--- src/rtl/kul_seq_divider.sv ---
// Sequential radix-2 restoring divider for unsigned operands, one quotient bit per clock.
// Define KUL_DIV_APPROX_EN to skip the low TRUNC quotient bits (shorter latency, R driven 0).
module kul_seq_divider #(
    parameter int WIDTH = 8,
    parameter int TRUNC = 2
) (
    input  logic             clk,
    input  logic             rst_n,
    input  logic             in_valid,
    output logic             in_ready,
    input  logic [WIDTH-1:0] a,
    input  logic [WIDTH-1:0] b,
    output logic             out_valid,
    input  logic             out_ready,
    output logic [WIDTH-1:0] Q,
    output logic [WIDTH-1:0] R,
    output logic             dz
);

`ifdef KUL_DIV_APPROX_EN
    localparam int NITER = WIDTH - TRUNC;
`else
    localparam int NITER = WIDTH;
`endif
    localparam int CW = $clog2(WIDTH + 1);

    localparam logic [1:0] IDLE = 2'd0;
    localparam logic [1:0] BUSY = 2'd1;
    localparam logic [1:0] DONE = 2'd2;

    logic [1:0]       state_q, state_d;
    logic [WIDTH-1:0] quo_q, quo_d;
    logic [WIDTH-1:0] rem_q, rem_d;
    logic [WIDTH-1:0] div_q, div_d;
    logic [CW-1:0]    cnt_q, cnt_d;
    logic [WIDTH-1:0] q_q, q_d;
    logic [WIDTH-1:0] r_q, r_d;
    logic             dz_q, dz_d;
    logic             valid_q, valid_d;

    logic [WIDTH:0]   shifted_s;
    logic [WIDTH:0]   diff_s;
    logic [WIDTH-1:0] rem_next_s;
    logic [WIDTH-1:0] quo_next_s;

    assign in_ready  = (state_q == IDLE);
    assign out_valid = valid_q;
    assign Q         = q_q;
    assign R         = r_q;
    assign dz        = dz_q;

    // One restoring step: the shifted partial remainder is below 2*divisor, so bit WIDTH of the difference is its sign.
    always_comb begin
        shifted_s  = {rem_q, quo_q[WIDTH-1]};
        diff_s     = shifted_s - {1'b0, div_q};
        quo_next_s = {quo_q[WIDTH-2:0], ~diff_s[WIDTH]};
        if (diff_s[WIDTH]) begin
            rem_next_s = shifted_s[WIDTH-1:0];
        end else begin
            rem_next_s = diff_s[WIDTH-1:0];
        end
    end

    // Next-state and datapath control.
    always_comb begin
        state_d = state_q;
        quo_d   = quo_q;
        rem_d   = rem_q;
        div_d   = div_q;
        cnt_d   = cnt_q;
        q_d     = q_q;
        r_d     = r_q;
        dz_d    = dz_q;
        valid_d = valid_q;
        case (state_q)
            IDLE: begin
                if (in_valid) begin
                    if (b == {WIDTH{1'b0}}) begin
                        q_d     = {WIDTH{1'b1}};
                        r_d     = a;
                        dz_d    = 1'b1;
                        valid_d = 1'b1;
                        state_d = DONE;
                    end else begin
                        quo_d   = a;
                        div_d   = b;
                        rem_d   = {WIDTH{1'b0}};
                        cnt_d   = {CW{1'b0}};
                        state_d = BUSY;
                    end
                end else begin
                    state_d = IDLE;
                end
            end
            BUSY: begin
                quo_d = quo_next_s;
                rem_d = rem_next_s;
                cnt_d = cnt_q + CW'(1);
                if (cnt_q == CW'(NITER - 1)) begin
`ifdef KUL_DIV_APPROX_EN
                    // Only the top NITER quotient bits were computed; the leftover dividend bits shift out.
                    q_d = quo_next_s << TRUNC;
                    r_d = {WIDTH{1'b0}};
`else
                    q_d = quo_next_s;
                    r_d = rem_next_s;
`endif
                    dz_d    = 1'b0;
                    valid_d = 1'b1;
                    state_d = DONE;
                end else begin
                    state_d = BUSY;
                end
            end
            DONE: begin
                if (out_ready) begin
                    valid_d = 1'b0;
                    state_d = IDLE;
                end else begin
                    state_d = DONE;
                end
            end
            default: begin
                valid_d = 1'b0;
                state_d = IDLE;
            end
        endcase
    end

    // State registers with synchronous active-low reset.
    always_ff @(posedge clk) begin
        if (!rst_n) begin
            state_q <= IDLE;
            quo_q   <= {WIDTH{1'b0}};
            rem_q   <= {WIDTH{1'b0}};
            div_q   <= {WIDTH{1'b0}};
            cnt_q   <= {CW{1'b0}};
            q_q     <= {WIDTH{1'b0}};
            r_q     <= {WIDTH{1'b0}};
            dz_q    <= 1'b0;
            valid_q <= 1'b0;
        end else begin
            state_q <= state_d;
            quo_q   <= quo_d;
            rem_q   <= rem_d;
            div_q   <= div_d;
            cnt_q   <= cnt_d;
            q_q     <= q_d;
            r_q     <= r_d;
            dz_q    <= dz_d;
            valid_q <= valid_d;
        end
    end

endmodule

--- config.mk ---
export PLATFORM = sky130hd
export DESIGN_NAME = kul_seq_divider
export DESIGN_NICKNAME = d
export VERILOG_FILES = /design/src/rtl/kul_seq_divider.sv
export SDC_FILE = /design/constraint.sdc
export NUM_CORES = 1
export LEC_CHECK = 0
export BUFFER_PORTS_ARGS = -buffer_cell sky130_fd_sc_hd__buf_2
export CAP_MARGIN = 20
export CORE_MARGIN = 2
export CORE_UTILIZATION = 60
export DETAILED_ROUTE_END_ITERATION = 10
export PLACE_DENSITY_LB_ADDON = 0.2
export SETUP_SLACK_MARGIN = 0.2
export SLEW_MARGIN = 20
export SYNTH_ARGS = -nofsm -noshare
export SYNTH_HDL_FRONTEND = slang
export SYNTH_SLANG_ARGS = --single-unit
--- constraint.sdc ---
create_clock -name clk -period 3.55 [get_ports clk]
set_input_delay 0 -clock clk [delete_from_list [all_inputs] [get_ports clk]]
set_output_delay 0 -clock clk [all_outputs]
set_load 0.02 [all_outputs]
==> impl_metrics.py, run 1 <==
metrics = {
    "synthesis": {
        "synth_flop_cell": "dfxtp_1",
        "synthesis.nets": 313,
        "synthArstFlopShare": 0,
        "synth-seq-cells": 48,
        "syn_area_sq_um": 2440,
        "postSynthAreaPerCell_sq_um": 8.62,
        "synth.distinct_cells": 55,
        "ys_warn_count": 0,
        "yosysSeqAreaShare": 0.394,
        "synth_edf_count": 0,
        "syn_inst": 283,
    },
    "timing": {
        "timing.fmax_mhz": 375,
        "max_slew_margin": 0.398,
        "setup_viol": 0,
        "drv_slew": 0,
        "final.setup.tns_ns": 0,
        "fin_crit_sh": 0.751,
        "setup_ws_ns": 0.884,
        "fin_skew_ns": 0.00706,
        "rsz0062_at_grt": "false",
        "finalHoldViolCount": 0,
        "finalWorstPathRequiredPeriod_ns": 2.67,
        "worst-slew-pin-transition_ns": 0.901,
    },
    "pwr": {
        "switching_power_uw": 458,
        "p_int_uw": 942,
        "leakage_uw": 0.00122,
        "p_sw_frac": 0.327,
        "seqPwrFrac": 0.428,
        "vdd_ir_drop_max_mv": 0.319,
        "p_per_area_nw_per_um2": 485,
        "power_frac_comb": 0.291,
        "clkPwrFrac": 0.281,
    },
    "cells_and_area": {
        "fill_cells": 286,
        "drive_above_1_share": 0.196,
        "num_antenna_cells": 0,
        "nets": 360,
        "area_delta_synth_final_pct": 18.3,
    },
    "critical_path": {
        "path_max_fanout": 5,
        "start_kind": "register",
        "cp-end-kind": "register",
        "arrival_ns": 2.82,
        "cp.required_ns": 3.71,
        "criticalPathCategory": "reg2reg",
    },
    "detailed_routing": {
        "vias": 2276,
        "vias_per_cell": 5.97,
        "drt_iter0_drc": 105,
        "post-route-drc-count": 0,
        "ant_nets": 0,
        "wire_per_inst_um": 15.6,
        "drt_first_pass_iters": 4,
        "routed_wl_um": 5940,
    },
    "clocking": {
        "path_clk_slew_ns": 0.09,
        "ctsHtreeMaxLevel": 2,
        "clk_latency_ns": 0.30,
        "cts_buffers": 5,
        "cts_hold_buf": 12,
        "clock_sinks": 48,
        "ctsResizeCount": 0,
        "cts_setup_buffers": 0,
        "clk_path_buf_depth": 2,
        "tritoncts": "built",
        "root_buffer": "clkbuf_8",
    },
    "place": {
        "place_hpwl_um": 4230,
        "gp_congestion": 0.920,
        "portBuffers": 38,
        "dp_slack_ns": 0.937,
    },
    "floorplanning": {
        "die_y_um": 67.8,
        "chipWidth_um": 67.8,
        "initial_core_util": 0.619,
        "rows": 23,
        "die_area_sq_um": 4590,
        "core_sq_um": 3940,
        "io_pins": 39,
    },
    "grt": {
        "grt_pass1_wl_um": 9460,
        "antenna_found_initial": 0,
        "grt_pass1_vias": 2036,
        "grt_overflow": 0,
        "grt_max_degree": 28,
        "grtUsageTotal": 0.277,
    },
    "worst_hold_path": {
        "hp-class": "in2reg",
    },
    "job": {
        "drv_cap": 0,
    },
    "outcome": {
        "outcome": "finished clean",
    },
}
==> worst paths after layout <==
path           to  slack, ns  cells past startpoint     start
max reg2reg  R[5]       0.88                     10  quo_q[7]
min reg2reg    dz       0.48                      2        dz
max          R[5]       0.88                     10  quo_q[7]
min          R[3]      0.007                      3      a[3]
==> cell usage after synthesis (3+ instances only) <==
master     n  area [sq um]
o21ai_0   21           105
a21o_1     3          22.5
ha_1       9           113
o221a_2    8          90.1
xor2_1     4          35.0
dfxtp_1   48           961
nor3_1     4          20.0
nand3_1    5          25.0
a311oi_1   7          61.3
mux2i_1    9          90.1
clkbuf_1   9          33.8
nand2_1   28           105
nor2_1    36           135
nand2b_1   3          18.8
a21oi_1   16          80.1
a31oi_1    5          31.3
nor2b_1    3          18.8
and2_1     3          18.8
o211ai_1   3          22.5
inv_1     13          48.8
==> logic make-up after synthesis <==
| group | after synthesis | share of synthesized area |
|---|---|---|
| AOI/OAI and AO/OA | 86 | 0.257 |
| muxes | 9 | 0.0369 |
| xor gates and xnor gates | 6 | 0.0215 |
| buffers and inverters | 27 | 0.0451 |
| and+or+nand+nor | 97 | 0.191 |
| adders and majority gates | 10 | 0.0544 |
| DFF | 48 | 0.394 |
==> per-stage QoR <==
| step | hold slack, ns | instances | area [sq um] | utilization | power (uW) |
|---|---|---|---|---|---|
| after floorplan | 0.139 | 283 | 2440 | - | 906 |
| after global placement | 0.250 | 361 | 2660 | 0.674 | 989 |
| after detailed placement | 0.258 | 361 | 2660 | 0.674 | 997 |
| after CTS | 0.00523 | 381 | 2890 | 0.732 | 1390 |
| after global routing | 0.0282 | 381 | 2890 | 0.732 | 1470 |
| final | 0.00665 | 381 | 2890 | 0.732 | 1400 |
==> sequential cells by signal, summed over array words and instances (netlist names) <==
signal / count
R: 8
quo_q: 8
cnt_q: 4
state_q: 2
Q: 8
rem_q: 8
out_valid: 1
dz: 1
div_q: 8
==> power groups by stage <==
stage	clock, uW	sequential, uW	combinational (uW)
finish	393	599	408
global route	410	603	455
CTS	393	598	400
detailed placement	0	610	387
global placement	0	608	381
floorplan	0	598	308
==> final cells by class <==
type                       count  area [sq um]  area share
tap                           50          62.6      0.0217
timing repair buffer          53           333       0.115
clock inverter                 2          35.0      0.0121
inverter                      14          52.6      0.0182
sequential                    48           961       0.333
clock buffer                   6          72.6      0.0252
multi-input combinational    208          1370       0.474
==> cells in the final DEF, fill, tap and decap left out, types with 5 or more instances in the layout <==
cell	synthesis	layout
o21ai_0	21	21
a311oi_1	7	7
dlygate4sd3_1	0	12
inv_1	13	13
ha_1	9	9
nand2_1	28	28
nor2_1	36	36
a31oi_1	5	5
dfxtp_1	48	48
nand3_1	5	5
o221a_2	8	8
mux2i_1	9	9
buf_2	0	38
clkbuf_8	0	5
a21oi_1	16	16
==> worst max-delay path: stages, from the launching register on <==
cell,delay (ns)
dfxtp_1,0.34
inv_1,0.07
ha_1,0.18
inv_1,0.06
fa_1,0.41
a211oi_2,0.26
o211ai_1,0.20
and3_1,0.27
nor2_1,0.30
mux2i_1,0.31
a221oi_1,0.11
==> routing by layer <==
| metal | wire length [um] | vias up | global-route usage |
|---|---|---|---|
| met3 | 327 | 15 | 0.0617 |
| met4 | 144 | 0 | 0.0950 |
| met1 | 2610 | 1062 | 0.345 |
| met5 | 0 | - | 0 |
| met2 | 2860 | 75 | 0.469 |
| li1 | - | 1124 | - |
No activity file was read; power rests on OpenSTA's default activity.
==> run 2, diff against run 1 <==
--- a/config.mk
+++ b/config.mk
@@ -8,7 +8,7 @@
 export BUFFER_PORTS_ARGS = -buffer_cell sky130_fd_sc_hd__buf_2
 export CAP_MARGIN = 20
 export CORE_MARGIN = 2
-export CORE_UTILIZATION = 60
+export CORE_UTILIZATION = 56
 export DETAILED_ROUTE_END_ITERATION = 10
 export PLACE_DENSITY_LB_ADDON = 0.2
 export SETUP_SLACK_MARGIN = 0.2
==> constraint.sdc (replaced) <==
create_clock -name clk -period 2.75 [get_ports clk]
set_input_delay 0 -clock clk [delete_from_list [all_inputs] [get_ports clk]]
set_output_delay 0 -clock clk [all_outputs]
set_load 0.02 [all_outputs]
==> impl_metrics.py, run 2 (synthesized netlist as in run 1, its figures left out) <==
metrics = {
    "outcome": {
        "outcome": "finished clean",
    },
    "detailed_routing": {
        "drt_first_pass_iters": 5,
        "drt_iter0_drc": 121,
        "vias": 2367,
        "routed_wl_um": 6580,
        "post-route-drc-count": 0,
        "vias_per_cell": 5.99,
        "wire_per_inst_um": 16.7,
        "ant_nets": 0,
    },
    "place": {
        "placed_cells": 365,
        "gp_congestion": 0.915,
        "portBuffers": 38,
        "place_hpwl_um": 4330,
    },
    "critical_path": {
        "cp.required_ns": 2.94,
        "start_kind": "register",
        "path_max_fanout": 6,
        "arrival_ns": 2.68,
        "criticalPathCategory": "reg2reg",
        "cp-end-kind": "register",
    },
    "timing": {
        "final.setup.tns_ns": 0,
        "fin_skew_ns": 0.00445,
        "drv_slew": 0,
        "worst-slew-pin-transition_ns": 0.496,
        "timing.fmax_mhz": 402,
        "rsz0062_at_grt": "false",
        "finalWorstPathRequiredPeriod_ns": 2.49,
        "finalHoldViolCount": 0,
        "setup_viol": 0,
        "max_slew_margin": 0.669,
        "hold_ws_ns": 0.00761,
        "fin_crit_sh": 0.905,
    },
    "cells_and_area": {
        "drive_above_1_share": 0.280,
        "area_delta_synth_final_pct": 27.0,
        "most-common-layout-cells": "46 x dfxtp_1, 38 x buf_2, 35 x nor2_1",
        "fill_cells": 358,
        "nets": 372,
        "seq_area_sq_um": 963,
        "fin_cells": 395,
        "final_common_cell": "dfxtp_1",
        "multi_input_area_sq_um": 1480,
        "num_antenna_cells": 0,
    },
    "floorplanning": {
        "initial_core_util": 0.572,
        "die_area_sq_um": 4900,
        "core_sq_um": 4260,
        "die_y_um": 70.0,
        "chipWidth_um": 70.0,
        "rows": 24,
        "io_pins": 39,
    },
    "pwr": {
        "finalPower_uw": 2030,
        "vdd_ir_drop_max_mv": 0.362,
        "p_per_area_nw_per_um2": 656,
        "leakage_uw": 0.00128,
    },
    "clocking": {
        "tritoncts": "built",
        "clk_path_buf_depth": 2,
        "cts_buffers": 5,
        "clock_sinks": 48,
        "root_buffer": "clkbuf_8",
        "path_clk_slew_ns": 0.09,
        "clk_latency_ns": 0.31,
        "ctsHtreeMaxLevel": 2,
    },
    "job": {
        "drv_cap": 0,
    },
    "grt": {
        "grtUsageTotal": 0.265,
        "antenna_found_initial": 0,
        "grt_overflow": 0,
        "grt_pass1_wl_um": 10300,
        "grt_pass1_vias": 2263,
        "grt_max_degree": 28,
    },
    "worst_hold_path": {
        "hp-class": "in2reg",
    },
}
[run 2: changes by cell type in the layout (fill, tap and decap cells not counted), sizes merged]
| cell | change |
|---|---|
| buf | +10 |
| dlygate4sd3 | +2 |
[run 2: what timing repair did]
action / in CTS / in global routing
endpoints found under the hold margin: 17 / 0
setup endpoints to repair: 5 / 15
pin swaps: 2 / 8
hold buffers: 14 / 0
setup buffers: 2 / 6
resized for setup: 2 / 29
[run 2: cell type report]
cell class | instances | share of cell area
repair buffers | 65 | 0.138
flip-flops and latches | 48 | 0.311
clock buffers | 6 | 0.0234
multi-input cells | 208 | 0.478
clock inverters | 2 | 0.0113
inverters | 14 | 0.0170
well taps | 52 | 0.0210
[run 2: critical path, cell delays in order, from the launching register on]
cell and delay [ns]:
dfxtp_2 0.35, inv_2 0.07, ha_4 0.15, inv_2 0.04, fa_2 0.36, a211oi_2 0.24, o211ai_1 0.21, buf_4 0.21
a21o_4 0.23, nand2_4 0.07, a211oi_2 0.07, a2111oi_2 0.37
[run 2: final timing paths]
check	to	start	cells after the start	slack, ns
max	R[7]	quo_q[7]	11	0.26
min	quo_q[7]	a[7]	3	0.008
max reg2reg	R[7]	quo_q[7]	11	0.26
min reg2reg	dz	dz	2	0.48
[run 2: routing by layer]
metal	routed length (um)	track usage	vias up	share of wire
li1	-	-	1149	-
met4	171	0.109	0	0.026
met2	3340	0.474	85	0.51
met1	2720	0.311	1119	0.41
met3	351	0.0447	14	0.053
met5	0	0	-	0
[run 2: per-stage QoR]
step	setup slack (ns)	area (sq um)	utilization
floorplan	0.363	2440	-
CTS	0.197	2950	0.691
global placement	0.260	2680	0.627
global route	0.162	3100	0.727
detailed placement	0.0748	2680	0.627
finish	0.261	3100	0.727
[run 2: power by group]
group / internal, uW / switching [uW] / total (uW)
Clock: 270 / 242 / 513
Combinational: 334 / 407 / 742
Sequential: 733 / 45.4 / 779
